<file path="src/rtl/kgprisc_pkg.sv">
// Shared types for the KGPRISC boot loader: FSM state encoding, instruction word, header size.
// ST_CHK exists only when LOADER_CHECKSUM_EN is defined.
package kgprisc_pkg;

  typedef enum logic [2:0] {
    ST_HDR0 = 3'd0,
    ST_HDR1 = 3'd1,
    ST_DATA = 3'd2,
`ifdef LOADER_CHECKSUM_EN
    ST_CHK  = 3'd3,
`endif
    ST_DONE = 3'd4,
    ST_ERR  = 3'd5
  } loader_state_e;

  typedef logic [31:0] instr_word_t;

  localparam int HDR_BYTES = 2;

endpackage

</file>
<file path="src/rtl/imem_loader.sv">
// imem_loader: boot byte stream -> instruction memory words; LOADER_CHECKSUM_EN adds an XOR trailer byte.
// Latency: mem_we one cycle after the 4th byte of a word; done/err/cpu_rst_n lag the state by one cycle.
// Backpressure: in_ready is combinational from state, low only in DONE/ERR until load_req re-arms.
module imem_loader
  import kgprisc_pkg::*;
#(
  parameter int ADDR_W    = 10,
  parameter int MAX_WORDS = 2 ** ADDR_W
) (
  input  logic              clk,
  input  logic              rst,
  input  logic [7:0]        in_data,
  input  logic              in_valid,
  output logic              in_ready,
  input  logic              load_req,
  output logic              mem_we,
  output logic [ADDR_W-1:0] mem_addr,
  output logic [31:0]       mem_wdata,
  output logic              cpu_rst_n,
  output logic              done,
  output logic              err
);

`ifdef LOADER_CHECKSUM_EN
  localparam loader_state_e ST_END = ST_CHK;
`else
  localparam loader_state_e ST_END = ST_DONE;
`endif

  loader_state_e     state_q, state_d;
  logic [7:0]        hdr_hi_q, hdr_hi_d;
  logic [15:0]       n_q, n_d;
  logic [ADDR_W-1:0] word_idx_q, word_idx_d;
  logic [1:0]        byte_cnt_q, byte_cnt_d;
  instr_word_t       shift_q, shift_d;
  logic              mem_we_q, mem_we_d;
  logic [ADDR_W-1:0] mem_addr_q, mem_addr_d;
  instr_word_t       mem_wdata_q, mem_wdata_d;
  logic              cpu_rst_n_q, done_q, err_q;
`ifdef LOADER_CHECKSUM_EN
  logic [7:0]        xor_q, xor_d;
`endif

  logic        accept;
  logic [15:0] hdr_n;
  logic        last_word;

  assign hdr_n     = {hdr_hi_q, in_data};
  assign last_word = (17'(word_idx_q) + 17'd1) == {1'b0, n_q};
  assign accept    = in_valid & in_ready;

  always_comb begin
    in_ready = 1'b0;
    case (state_q)
      ST_HDR0, ST_HDR1, ST_DATA: in_ready = 1'b1;
`ifdef LOADER_CHECKSUM_EN
      ST_CHK:                    in_ready = 1'b1;
`endif
      default:                   in_ready = 1'b0;
    endcase
  end

  always_comb begin
    state_d     = state_q;
    hdr_hi_d    = hdr_hi_q;
    n_d         = n_q;
    word_idx_d  = word_idx_q;
    byte_cnt_d  = byte_cnt_q;
    shift_d     = shift_q;
    mem_we_d    = 1'b0;
    mem_addr_d  = mem_addr_q;
    mem_wdata_d = mem_wdata_q;
`ifdef LOADER_CHECKSUM_EN
    xor_d       = xor_q;
`endif
    case (state_q)
      ST_HDR0: begin
        if (accept) begin
          hdr_hi_d = in_data;
          state_d  = ST_HDR1;
        end
      end
      ST_HDR1: begin
        if (accept) begin
          n_d        = hdr_n;
          word_idx_d = '0;
          byte_cnt_d = 2'd0;
`ifdef LOADER_CHECKSUM_EN
          xor_d      = 8'h00;
`endif
          if ({16'd0, hdr_n} > 32'(MAX_WORDS)) state_d = ST_ERR;
          else if (hdr_n == 16'd0)             state_d = ST_END;
          else                                 state_d = ST_DATA;
        end
      end
      ST_DATA: begin
        if (accept) begin
          shift_d    = {shift_q[23:0], in_data};
          byte_cnt_d = byte_cnt_q + 2'd1;
`ifdef LOADER_CHECKSUM_EN
          xor_d      = xor_q ^ in_data;
`endif
          if (byte_cnt_q == 2'd3) begin
            mem_we_d    = 1'b1;
            mem_addr_d  = word_idx_q;
            mem_wdata_d = {shift_q[23:0], in_data};
            // Index stops at N-1; N <= MAX_WORDS keeps it inside the address range.
            if (last_word) state_d = ST_END;
            else           word_idx_d = word_idx_q + 1'b1;
          end
        end
      end
`ifdef LOADER_CHECKSUM_EN
      ST_CHK: begin
        if (accept) state_d = (in_data == xor_q) ? ST_DONE : ST_ERR;
      end
`endif
      ST_DONE, ST_ERR: begin
        if (load_req) begin
          state_d    = ST_HDR0;
          hdr_hi_d   = 8'h00;
          n_d        = 16'd0;
          word_idx_d = '0;
          byte_cnt_d = 2'd0;
          shift_d    = '0;
`ifdef LOADER_CHECKSUM_EN
          xor_d      = 8'h00;
`endif
        end
      end
      default: state_d = ST_HDR0;
    endcase
  end

  always_ff @(posedge clk or negedge rst) begin
    if (!rst) begin
      state_q     <= ST_HDR0;
      hdr_hi_q    <= 8'h00;
      n_q         <= 16'd0;
      word_idx_q  <= '0;
      byte_cnt_q  <= 2'd0;
      shift_q     <= '0;
      mem_we_q    <= 1'b0;
      mem_addr_q  <= '0;
      mem_wdata_q <= '0;
      cpu_rst_n_q <= 1'b0;
      done_q      <= 1'b0;
      err_q       <= 1'b0;
`ifdef LOADER_CHECKSUM_EN
      xor_q       <= 8'h00;
`endif
    end else begin
      state_q     <= state_d;
      hdr_hi_q    <= hdr_hi_d;
      n_q         <= n_d;
      word_idx_q  <= word_idx_d;
      byte_cnt_q  <= byte_cnt_d;
      shift_q     <= shift_d;
      mem_we_q    <= mem_we_d;
      mem_addr_q  <= mem_addr_d;
      mem_wdata_q <= mem_wdata_d;
      cpu_rst_n_q <= (state_q == ST_DONE);
      done_q      <= (state_q == ST_DONE);
      err_q       <= (state_q == ST_ERR);
`ifdef LOADER_CHECKSUM_EN
      xor_q       <= xor_d;
`endif
    end
  end

  assign mem_we    = mem_we_q;
  assign mem_addr  = mem_addr_q;
  assign mem_wdata = mem_wdata_q;
  assign cpu_rst_n = cpu_rst_n_q;
  assign done      = done_q;
  assign err       = err_q;

endmodule

</file>
<file path="config.mk">
export PLATFORM = sky130hd
export DESIGN_NAME = imem_loader
export DESIGN_NICKNAME = d
export VERILOG_FILES = /design/src/rtl/kgprisc_pkg.sv /design/src/rtl/imem_loader.sv
export SDC_FILE = /design/constraint.sdc
export NUM_CORES = 1
export LEC_CHECK = 0
export BUFFER_PORTS_ARGS = -buffer_cell sky130_fd_sc_hd__buf_2
export CAP_MARGIN = 20
export CORE_ASPECT_RATIO = 1.5
export CORE_UTILIZATION = 54
export CTS_BUF_LIST = sky130_fd_sc_hd__clkbuf_8
export CTS_CLUSTER_SIZE = 24
export DETAILED_ROUTE_END_ITERATION = 8
export PLACE_DENSITY = 0.86
export SLEW_MARGIN = 20
export SYNTH_ARGS = -nofsm -noshare
export SYNTH_HDL_FRONTEND = slang
export SYNTH_SLANG_ARGS = --single-unit
</file>
<file path="constraint.sdc">
create_clock -name clk -period 2.45 [get_ports clk]
set_input_delay 0.1225 -clock clk [delete_from_list [all_inputs] [get_ports clk]]
set_output_delay 0.1225 -clock clk [all_outputs]
set_load 0.01 [all_outputs]
</file>
Word level (Yosys, flattened, before mapping)
Index checks and enable logic that the tools add are counted.
{"block": "op_classes", "n_addsub": 3, "n_lt_le_gt_ge": 1, "n_eq_ne": 13, "muxes": 32, "n_bitwise": 1, "n_reduce_logical": 15}
{"operator": "two-way mux 10 bit", "count": 5}
{"operator": "two-way mux 24 bit", "count": 2}
{"operator": "case mux 24 bit (2 select lines)", "count": 1}
{"operator": "two-way mux 16 bit", "count": 2}
{"operator": "case mux 16 bit (2 select lines)", "count": 1}
{"operator": "case mux 10 bit (3 select lines)", "count": 1}
{"operator": "two-way mux 3 bit", "count": 8}
{"operator": "== test 11 x 16 -> 1 bit", "count": 1}
{"operator": "greater-than comparator 16 x 11 -> 1 bit (second input constant)", "count": 1}
{"operator": "zero test 16 bit", "count": 1}
{"operator": "two-way mux 8 bit", "count": 2}
{"operator": "case mux 8 bit (2 select lines)", "count": 1}
{"operator": "!= test 2 bit (second input constant)", "count": 7}
{"operator": "case mux 3 bit (4 select lines)", "count": 1}
{"operator": "AND reduction 3 bit", "count": 4}
{"operator": "AND reduction 6 bit", "count": 2}
{"operator": "adder 10 x 1 -> 11 bit (second input constant)", "count": 1}
{"operator": "adder 10 x 1 -> 10 bit (second input constant)", "count": 1}
{"operator": "== test 3 bit (second input constant)", "count": 2}
{"operator": "two-way mux 2 bit", "count": 3}
{"operator": "case mux 2 bit (3 select lines)", "count": 1}
{"operator": "nonzero test 2 bit", "count": 3}
{"operator": "two-way mux 1 bit", "count": 4}
{"operator": "AND reduction 4 bit", "count": 1}
{"operator": "9 further kinds", "count": 9}
{"block": "totals", "regBits": 108, "inputBits": 12, "out_inout_bits": 47, "elab_cells": 76}

Logic depth before layout (Yosys ltp)
Gate-level depths: netlist (run 1).
{"block": "depth", "depth_word": 6, "depth_mapped": 10, "ltp_nobuf": 8}

Least setup slack after synthesis (run 1)
Ideal clock, no wire load.
{"block": "synth_path", "path_kind": "flip-flop to flip-flop", "from": "register word_idx_q[1]", "to": "register word_idx_q[8]", "setup_time_ns": 0.126, "arrival_time_ns": 2.215, "required_ns": 2.324, "path_slack_ns": 0.109, "path_stages_with_launch": 11, "path_buffers": 2, "synth_period_minus_slack_ns": 2.341, "path_cell_list": "dfrtp_1 -> ha_1 -> clkbuf_1 -> nand3_1 -> or3_1 -> o21ai_0 -> a211o_2 -> a31oi_2 -> buf_6 -> and3_1 -> a221o_1"}
{"block": "synth_between", "elab_chain_cells": 5, "elab_cells_between_ends": 9, "classes_between": "add/sub: 2; eq/ne: 2; mux: 4; reduce/logical: 1"}
{"item": "start, declared", "line_no": "imem_loader.sv:33", "text": "logic [ADDR_W-1:0] word_idx_q, word_idx_d;"}
{"item": "start signal, assigned", "line_no": "imem_loader.sv:156", "text": "word_idx_q <= word_idx_d;"}
{"item": "parallel branches: the longest is 5 deep, another holds adder 10 x 1 -> 11 bit"}
Several ways; the timed one is not identified. The select of a mux whose other input is x is not followed.
A chain may end at the register's enable or synchronous reset.

Final worst setup path (run 1)
{"block": "layout_path", "from": "register n_q[15]", "to": "register word_idx_q[8]"}
{"block": "layout_between", "elab_chain_cells": 3}
{"item": "start, declared", "line_no": "imem_loader.sv:32", "text": "logic [15:0] n_q, n_d;"}
{"item": "start signal, assigned", "line_no": "imem_loader.sv:155", "text": "n_q <= n_d;"}
{"item": "== test 11 x 16 -> 1 bit", "line_no": "imem_loader.sv:49", "text": "assign last_word = (17'(word_idx_q) + 17'd1) == {1'b0, n_q};"}
{"item": "!= test 2 bit (no source line)"}
{"item": "AND reduction 6 bit (no source line)"}
No other way between the ends.

==> results of run 1 <==
==> per-stage QoR <==
step | instance area, um^2 | util | setup slack, ns
floorplan | 4730 | - | 0.109
global placement | 5130 | 0.606 | -0.0521
detailed placement | 5130 | 0.606 | -0.164
CTS | 5410 | 0.639 | -0.0196
global route | 5460 | 0.645 | -0.217
finish | 5460 | 0.645 | -0.135
==> metal layers <==
metal	vias to the layer above	wire length, um	share of wire	global-route usage
li1	1577	-	-	-
met1	1728	4100	0.39	0.274
met2	123	5390	0.52	0.421
met3	43	413	0.040	0.0453
met4	0	472	0.045	0.149
met5	-	0	0	0
==> registers in the layout, summed over array words and instances (netlist names) <==
name and flops:
n_q 16, shift_q 24, done 1, hdr_hi_q 8
state_q 3, mem_wdata 32, err 1, mem_addr 10
word_idx_q 10, mem_we 1, byte_cnt_q 2
==> synth_stat cells (5+ instances only) <==
| master | count |
|---|---|
| nand2_1 | 48 |
| a22o_1 | 33 |
| clkbuf_1 | 11 |
| nand4_1 | 5 |
| dfrtp_1 | 108 |
| inv_1 | 7 |
| o21ai_0 | 25 |
| a221o_2 | 5 |
| nor2_1 | 17 |
| xnor2_1 | 5 |
| xor2_1 | 6 |
| and3_2 | 6 |
| mux2_2 | 41 |
| a21oi_1 | 6 |
| nand3_1 | 10 |
==> worst paths after layout <==
kind | to | slack (ns) | depth (start not counted)
min in group asynchronous | mem_addr[7]$_DFFE_PN0P_ | 0.28 | 2
min | n_q[1]$_DFFE_PN0P_ | 0.05 | 3
max in group asynchronous | mem_wdata[22]$_DFFE_PN0P_ | 1.44 | 3
max | word_idx_q[8]$_DFFE_PN0P_ | -0.14 | 8
min reg2reg | mem_addr[6]$_DFFE_PN0P_ | 0.48 | 2
max reg2reg | word_idx_q[8]$_DFFE_PN0P_ | -0.14 | 8
==> kinds of logic (layout without fill, tap and decap cells) <==
kind of cell             count (synthesis)  count (layout)  share of synthesized area
AND/OR/NAND/NOR                        114             114                      0.120
flip-flops                             108             108                      0.571
AO/OA/AOI/OAI                           88              89                      0.142
multiplexers                            43              43                      0.102
buffers and inverters                   34             103                     0.0399
XOR/XNOR                                11              11                     0.0204
adder cells (fa/ha/maj)                  2               2                    0.00529
==> report_power, final <==
group / switching [mW] / total, mW / internal (mW)
sequential: 0.256 / 2.30 / 2.04
combinational: 0.719 / 1.19 / 0.469
clock: 0.591 / 1.09 / 0.498
==> cell type report <==
type,instances,area [um^2]
clock buffer,10,138
clock inverter,6,63.8
fill,628,3000
inverter,7,26.3
multi-input combinational,259,1920
sequential,108,2700
tap,107,134
timing repair buffer,80,477
==> repair_timing <==
item,CTS,global route
buffers inserted,3,3
setup endpoints to repair,10,10
gates resized for setup,8,4
pin swaps,6,7
hold endpoints to repair,44,0
hold buffers,1,0
gates cloned,1,0
==> layout by cell type, fill, tap and decap left out, drive strengths merged, types with 5 or more instances in the layout <==
master,n
xnor2,5
a21oi,6
a221o,6
buf,79
dfrtp,108
xor2,6
inv,7
o21ai,26
nand4,5
nand3,10
nand2,48
a22o,34
and3,10
clkbuf,10
nor2,17
mux2,41
==> critical path, cell delays in order, from the launching register on <==
cell	delay, ns
dfrtp_1	0.40
or4_4	0.54
nor4_2	0.25
nand4_1	0.23
nor3_4	0.36
a31oi_4	0.15
buf_6	0.15
and3_4	0.15
a221o_1	0.25
==> impl_metrics.toml, run 1 <==
[sta]
post-route-period-util = 1.06
period_needed_ns = 2.59
grt_setup_unrepaired = "yes"
worst_slew_pin_slew_ns = 1.09
setup_ws_ns = -0.135
hold_viol_final = 0
drv_slew = 0
setup_tns_ns = -1.00
setup_violations = 10
slew_headroom = 0.276
max_freq_ghz = 0.387
hold_ws_ns = 0.0453
fin_skew_ns = 0.0113

[worst_setup_path]
r2r-start = "n_q[15]$_DFFE_PN0P_"
worst_setup_path_end_kind = "flop"
start_kind = "flop"
critical_path_arrival_ns = 2.85
critPathKind = "reg2reg"
cp_max_fo = 7
critPathLaunch = "n_q[15]$_DFFE_PN0P_"
required_ns = 2.71

[synthesis]
synth.largest_area_cell = "dfrtp_1"
synth_area_um2 = 4730
yosysWarnings = 0
yosysSeqAreaShare = 0.571
synth_seq_cells = 108
synth-edff-count = 0
ys_types = 53
synth_nets = 414
ys_async_sr_fraction = 1.00
synth.area.top_cells = "dfrtp_1, mux2_2, a22o_1"
synth_cells = 400
synth_top_area_share = 0.571
synth_area_per_cell_um2 = 11.8
synth_flop_cell = "dfrtp_1"

[run_status]
violations = "negative setup slack"
status = "finished with violations"

[global_route]
grt.total_usage = 0.241
grt_start_max_net_pins = 65
grt_pass1_vias = 3512
grt-ovfl-total = 0
grt_pass1_wl_um = 16700
antenna_found_initial = 0

[floorplan]
rows = 41
fp.dieW_um = 78.4
die_area_um2 = 9150
num_io_pins = 59
die_h_um = 117
core_region_area_um2 = 8460
initial_core_util = 0.559

[detailed_routing]
via_count = 3471
avgRoutedWirePerCell_um = 18.0
wirelength_um = 10400
drtAntennaViolNets = 0
vias_per_cell = 6.02
dr.pass1.iters = 5
drc = 0
drt_iter0_markers = 183

[min_path]
hp-class = "in2reg"
worstHoldStart = "in_data[1]"

[clocking]
cts_tree = "yes"
clock-sinks = 108
cts_root_buffer = "clkbuf_8"
clock_path_buffers = 2
clk_pin_slew_ns = 0.10
clock_latency_ns = 0.37
cts_made_buffers = 9
htree_levels = 3

[placement]
io_buffer_count = 58
place.gp.congestion = 0.948
dpl.hpwl_um = 7080
dp_cells = 553

[pwr]
powerDensity_nw_per_um2 = 838
ir_drop_mv = 0.722
p_total_mw = 4.58
p_leak_nw = 2.84

[layout]
fin_cells = 577
area_growth_pct = 15.4
nNetsFinal = 479
n_antenna_cell = 0
drive_gt1_frac = 0.347

[flow_run]
drv_cap = 0
Power figures use the tool's default switching activity.
==> run 2: changes to the inputs <==
SETUP_SLACK_MARGIN = 0.15   (was not set)
==> run 2 against run 1 <==
Net effect: the run now ends clean; sequential cell count unchanged; worst setup slack better by 0.17 ns; global-route usage rose by 0.13 points; critical path type unchanged; hold slack gained 0.0068 ns; first-iteration DRC count is 50% higher; clock power grew 10%; clock-buffer cell count rose by 1; sequential power about the same.
==> impl_metrics.toml, run 2 (synthesized netlist as in run 1, its figures left out) <==
[worst_setup_path]
cp_max_fo = 4
required_ns = 2.70
critical_path_arrival_ns = 2.67
critPathKind = "reg2reg"
r2r-start = "word_idx_q[1]$_DFFE_PN0P_"
crit_family = "simple AND/OR/NAND/NOR gates"
cp.buffers_inverters = 1
slowest_delay_ns = 0.44
r2r_slack_ns = 0.04
reg2regPathDepth = 9
worst_setup_path_end_kind = "flop"
crit_chain = "ha_4 > xor2_1 > nor4_4 > nand4_1 > nor3_4 > a31oi_4 > buf_6 > and3_4 > a221o_2"
start_kind = "flop"
regToRegEndpoint = "word_idx_q[7]$_DFFE_PN0P_"
cp_slowest_cell = "dfrtp_1"

[flow_run]
drv_cap = 0

[clocking]
clock_latency_ns = 0.37
clk_pin_slew_ns = 0.09
cts_root_buffer = "clkbuf_8"
clock-sinks = 108
htree_levels = 3
cts_made_buffers = 9
cts_tree = "yes"
clock_path_buffers = 2

[global_route]
grt_pass1_vias = 3438
grt-ovfl-total = 0
antenna_found_initial = 0
grt.total_usage = 0.243
grt_pass1_wl_um = 16900
grt_start_max_net_pins = 57

[sta]
period_needed_ns = 2.41
slew_headroom = 0.516
max_freq_ghz = 0.414
post-route-period-util = 0.985
worst_slew_pin_slew_ns = 0.726
drv_slew = 0
setup_violations = 0
grt_setup_unrepaired = "yes"
hold_viol_final = 0
fin_skew_ns = 0.0112

[layout]
final_common_cell = "dfrtp_1"
largest_register_ffs = 32
n_antenna_cell = 0
n_fill_cell = 616
most-common-layout-cells = "dfrtp_1, buf_2, nand2_1"
drive_gt1_frac = 0.371
fin_area_um2 = 5610
area_growth_pct = 18.5
nNetsFinal = 482

[pwr]
ir_drop_mv = 0.665
p_total_mw = 4.72
powerDensity_nw_per_um2 = 842
p_leak_nw = 2.87

[floorplan]
fp.dieW_um = 78.4
num_io_pins = 59
core_region_area_um2 = 8460
rows = 41
initial_core_util = 0.559
die_h_um = 117
die_area_um2 = 9150

[placement]
dpl_cell_area_um2 = 5140
dpl.hpwl_um = 6870
io_buffer_count = 58
place.gp.congestion = 0.949

[detailed_routing]
drc = 0
avgRoutedWirePerCell_um = 18.4
drt_iter0_markers = 274
vias_per_cell = 6.01
via_count = 3479
dr.pass1.iters = 6
drtAntennaViolNets = 0
wirelength_um = 10700

[min_path]
hold_depth = 3
hp-class = "in2reg"
worstHoldStart = "in_data[0]"
worstHoldEndpoint = "n_q[0]$_DFFE_PN0P_"

[run_status]
status = "completed"
[run 2: cell count changes in the layout (fill, tap and decap cells not counted), sizes merged, moves of 2 or more]
cell and delta:
buf +3, inv +2, clkinvlp -2, clkinv -3
[run 2: metrics by stage]
stage                      TNS, ns  std cells  worst slack [ns]  hold slack (ns)  utilization
after global routing        -0.428        579           -0.0806           0.0626        0.663
after detailed placement    -0.371        554           -0.0795            0.225        0.607
after CTS                 -0.00508        577          -0.00273           0.0401        0.654
final                            0        579            0.0359           0.0520        0.663
after global placement      -0.128        554           -0.0288            0.213        0.607
after floorplan                  0        400             0.161           -0.173            -
[run 2: layout make-up]
| type | instances | area [um^2] | share of cell area |
|---|---|---|---|
| clock buffers | 11 | 151 | 0.0270 |
| clock inverters | 4 | 72.6 | 0.0129 |
| inverters | 7 | 26.3 | 0.00468 |
| multi-input cells | 259 | 2000 | 0.357 |
| flip-flops and latches | 108 | 2710 | 0.482 |
| well taps | 107 | 134 | 0.0239 |
| repair buffers | 83 | 518 | 0.0923 |
[run 2: worst max-delay path by stage]
| stage | depth (start not counted) | start | slack [ns] | to |
|---|---|---|---|---|
| floorplan | 8 | n_q[13]$_DFFE_PN0P_ | 0.16 | word_idx_q[8]$_DFFE_PN0P_ |
| global placement | 7 | n_q[13]$_DFFE_PN0P_ | -0.03 | word_idx_q[9]$_DFFE_PN0P_ |
| detailed placement | 7 | n_q[13]$_DFFE_PN0P_ | -0.08 | word_idx_q[6]$_DFFE_PN0P_ |
| CTS | 8 | n_q[14]$_DFFE_PN0P_ | -0.003 | word_idx_q[4]$_DFFE_PN0P_ |
| global route | 8 | n_q[14]$_DFFE_PN0P_ | -0.08 | word_idx_q[7]$_DFFE_PN0P_ |
| finish | 9 | word_idx_q[1]$_DFFE_PN0P_ | 0.04 | word_idx_q[7]$_DFFE_PN0P_ |
[run 2: report_power, final]
group	switching, mW	internal, mW	total, mW
clock	0.570	0.627	1.20
combinational	0.733	0.492	1.23
sequential	0.256	2.04	2.30
[run 2: layer usage]
metal | vias to the layer above | share of wire | track usage
li1 | 1575 | - | -
met1 | 1714 | 0.39 | 0.292
met2 | 143 | 0.51 | 0.392
met3 | 47 | 0.050 | 0.0492
met4 | 0 | 0.044 | 0.170
met5 | - | 0 | 0
[run 2: tightest hold or removal path, cell delays in order]
cell	delay, ns
buf_2	0.14
nand2_1	0.06
o21ai_0	0.06
[run 2: repair_timing]
item                                    in CTS  in global routing
endpoints found under the setup margin      10                 12
cloned                                       1                  0
endpoints found under the hold margin       54                  0
setup buffers                                6                  2
pin swaps                                   16                  6
hold buffers                                 1                  0
gates resized for setup                     26                 11
==> run 3: changes to the inputs <==
ABC_AREA = 1   (was not set)
SETUP_SLACK_MARGIN = not set   (was 0.15)
==> run 3 against run 2 <==
Net effect: clock skew down 0.00074 ns; core utilization fell by 3.5 points; synthesized cell count increased by 37%; total power is 7.3% higher; hold slack worse by 0.0048 ns; worst setup slack better by 0.28 ns; combinational power rose by 41%; critical path type unchanged; critical endpoint is now word_idx_q[0]$_DFFE_PN0P_; largest power group unchanged.
==> impl_metrics.toml, run 3 <==
[run_status]
status = "completed"

[pwr]
pwr-share-clk = 0.202
seq_power_share = 0.455
power_switching_mw = 1.98
p_int_mw = 3.09
p_comb_frac = 0.343
power_switching_share = 0.390
ir_drop_mv = 0.774
p_total_mw = 5.07
p_leak_nw = 2.85
powerDensity_nw_per_um2 = 915

[sta]
slew_headroom = 0.499
setup_violations = 0
max_freq_ghz = 0.468
worst_slew_pin_slew_ns = 0.746
setup_tns_ns = 0
hold_viol_final = 0
grt_setup_unrepaired = "no"
post-route-period-util = 0.872
drv_slew = 0
fin_skew_ns = 0.0105
period_needed_ns = 2.14

[clocking]
cts_made_buffers = 9
cts_resized = 0
clk_pin_slew_ns = 0.09
clock-sinks = 108
cts_tree = "yes"
cts_root_buffer = "clkbuf_8"
htree_levels = 3
clock_latency_ns = 0.38
clock_path_buffers = 2

[worst_setup_path]
r2r_slack_ns = 0.31
r2r-start = "word_idx_q[0]$_DFFE_PN0P_"
critical_path_arrival_ns = 2.46
cp_max_fo = 10
crit_path_end = "word_idx_q[0]$_DFFE_PN0P_"
required_ns = 2.77
critPathMostFrequentCell = "nand2_1"
reg2regPathDepth = 11
critPathKind = "reg2reg"
cp_slowest_cell = "dfrtp_1"
start_kind = "flop"
worst_setup_path_end_kind = "flop"
slowest_delay_ns = 0.43
crit_chain = "ha_1 > nand2_1 > nor2_2 > nand2_1 > o21ai_1 > nand2_1 > nor3_4 > nand4_2 > nand2_2 > nand2_1 > nand2_1"
critPathLaunch = "word_idx_q[0]$_DFFE_PN0P_"
regToRegEndpoint = "word_idx_q[0]$_DFFE_PN0P_"

[detailed_routing]
drc = 0
avgRoutedWirePerCell_um = 14.7
vias_per_cell = 5.27
wirelength_um = 10700
dr.pass1.iters = 5
drt_iter0_markers = 172
via_count = 3839
drtAntennaViolNets = 0

[min_path]
hp-class = "in2reg"
hold_depth = 3

[layout]
nNetsFinal = 627
n_fill_cell = 739
largest_register_ffs = 32
n_antenna_cell = 0
fin_cells = 728
area_growth_pct = 12.7
final_common_cell = "nand2_1"
most-common-layout-cells = "nand2_1, dfrtp_1, inv_1"
drive_gt1_frac = 0.222

[floorplan]
num_io_pins = 59
die_h_um = 119
fp.dieW_um = 79.9
core_region_area_um2 = 8830
initial_core_util = 0.557
die_area_um2 = 9500
rows = 42

[synthesis]
synth_cells = 549
synth.largest_area_cell = "dfrtp_1"
ys_types = 35
synth-edff-count = 0
synth_area_um2 = 4920
synth_seq_cells = 108
synth_flop_cell = "dfrtp_1"
synth_top_area_share = 0.550
yosysWarnings = 0
synth_nets = 563
synth_area_per_cell_um2 = 8.96
yosys-top-cells-count = "nand2_1, dfrtp_1, inv_1"
ys_async_sr_fraction = 1.00
synth.area.top_cells = "dfrtp_1, nand2_1, o21ai_2"
yosysSeqAreaShare = 0.550
synth_most_common_cell = "nand2_1"

[global_route]
antenna_found_initial = 0
grt_pass1_vias = 3857
grt_start_max_net_pins = 56
grt.total_usage = 0.248
grt_pass1_wl_um = 17700
grt-ovfl-total = 0

[placement]
dpl.hpwl_um = 7890
place.gp.congestion = 0.931
dp_cells = 709
io_buffer_count = 58

[flow_run]
drv_cap = 0
-- run 3: changes by cell type after synthesis, sizes merged, moves of 5 or more --
cell / before / now
nand2: 48 / 168
inv: 7 / 75
o21ai: 26 / 74
mux2: 41 / 0
a22o: 34 / 0
nor2: 17 / 34
o22ai: 1 / 16
nand3: 10 / 23
and3: 10 / 0
clkbuf: 16 / 6
a221o: 6 / 0
xnor2: 5 / 0
xor2: 6 / 1
-- run 3: power by group through the flow --
stage / Sequential, mW / Clock, mW / Combinational, mW
2_1_floorplan: 2.29 / 0 / 1.20
6_report: 2.31 / 1.02 / 1.74
5_1_grt: 2.34 / 1.12 / 1.95
4_1_cts: 2.30 / 1.05 / 1.73
3_3_place_gp: 2.32 / 0 / 1.67
3_5_place_dp: 2.33 / 0 / 1.72
-- run 3: layout make-up --
type / count / area (um^2) / share of cell area
inverters: 75 / 287 / 0.0517
clock inverters: 4 / 22.5 / 0.00407
flip-flops and latches: 108 / 2700 / 0.488
well taps: 110 / 138 / 0.0248
clock buffers: 12 / 165 / 0.0298
multi-input cells: 347 / 1790 / 0.323
repair buffers: 72 / 438 / 0.0790
-- run 3: cells by family after synthesis --
| logic type | synth area share |
|---|---|
| AOI/OAI and AO/OA | 0.132 |
| xor gates and xnor gates | 0.00636 |
| adders and majority gates | 0.00509 |
| buffers and inverters | 0.0868 |
| DFF | 0.550 |
| muxes | 0.00204 |
| and+or+nand+nor | 0.219 |
-- run 3: per-layer routing --
metal | up-vias | part of all wire | global-route usage
met5 | - | 0 | 0
met4 | 0 | 0.045 | 0.138
met3 | 35 | 0.032 | 0.0421
met2 | 107 | 0.52 | 0.427
met1 | 1819 | 0.40 | 0.286
li1 | 1878 | - | -
-- run 3: per-stage QoR --
step	utilization	hold slack, ns	cell area (um^2)	setup WS [ns]
floorplan	-	-0.173	4920	0.578
finish	0.628	0.0472	5540	0.313
global route	0.628	0.0443	5540	0.0695
global placement	0.603	0.198	5330	0.387
detailed placement	0.603	0.208	5330	0.267
CTS	0.626	0.0363	5530	0.241
-- run 3: critical path: cells and delay by family, from the launching register on --
kind,cells,cell delay (ns)
compound gates,1,0.13
flops,1,0.43
fa+ha+maj,1,0.20
simple gates,9,1.33
-- run 3: how the worst min path moves through the flow --
stage                     startpoint                   endpoint  slack, ns
after detailed placement         rst   mem_wdata[9]$_DFFE_PN0P_       0.21
after floorplan                  rst  byte_cnt_q[0]$_DFFE_PN0P_      -0.17
after global routing      in_data[6]   mem_wdata[6]$_DFFE_PN0P_       0.04
final                     in_data[7]   mem_wdata[7]$_DFFE_PN0P_       0.05
after CTS                 in_data[4]   mem_wdata[4]$_DFFE_PN0P_       0.04
after global placement           rst   mem_wdata[9]$_DFFE_PN0P_       0.20
-- run 3: repair_timing --
item / 4_1_cts / 5_1_grt
setup buffers: 0 / 2
hold buffers: 1 / 0
setup endpoints to repair: 0 / 2
endpoints found under the hold margin: 53 / 0
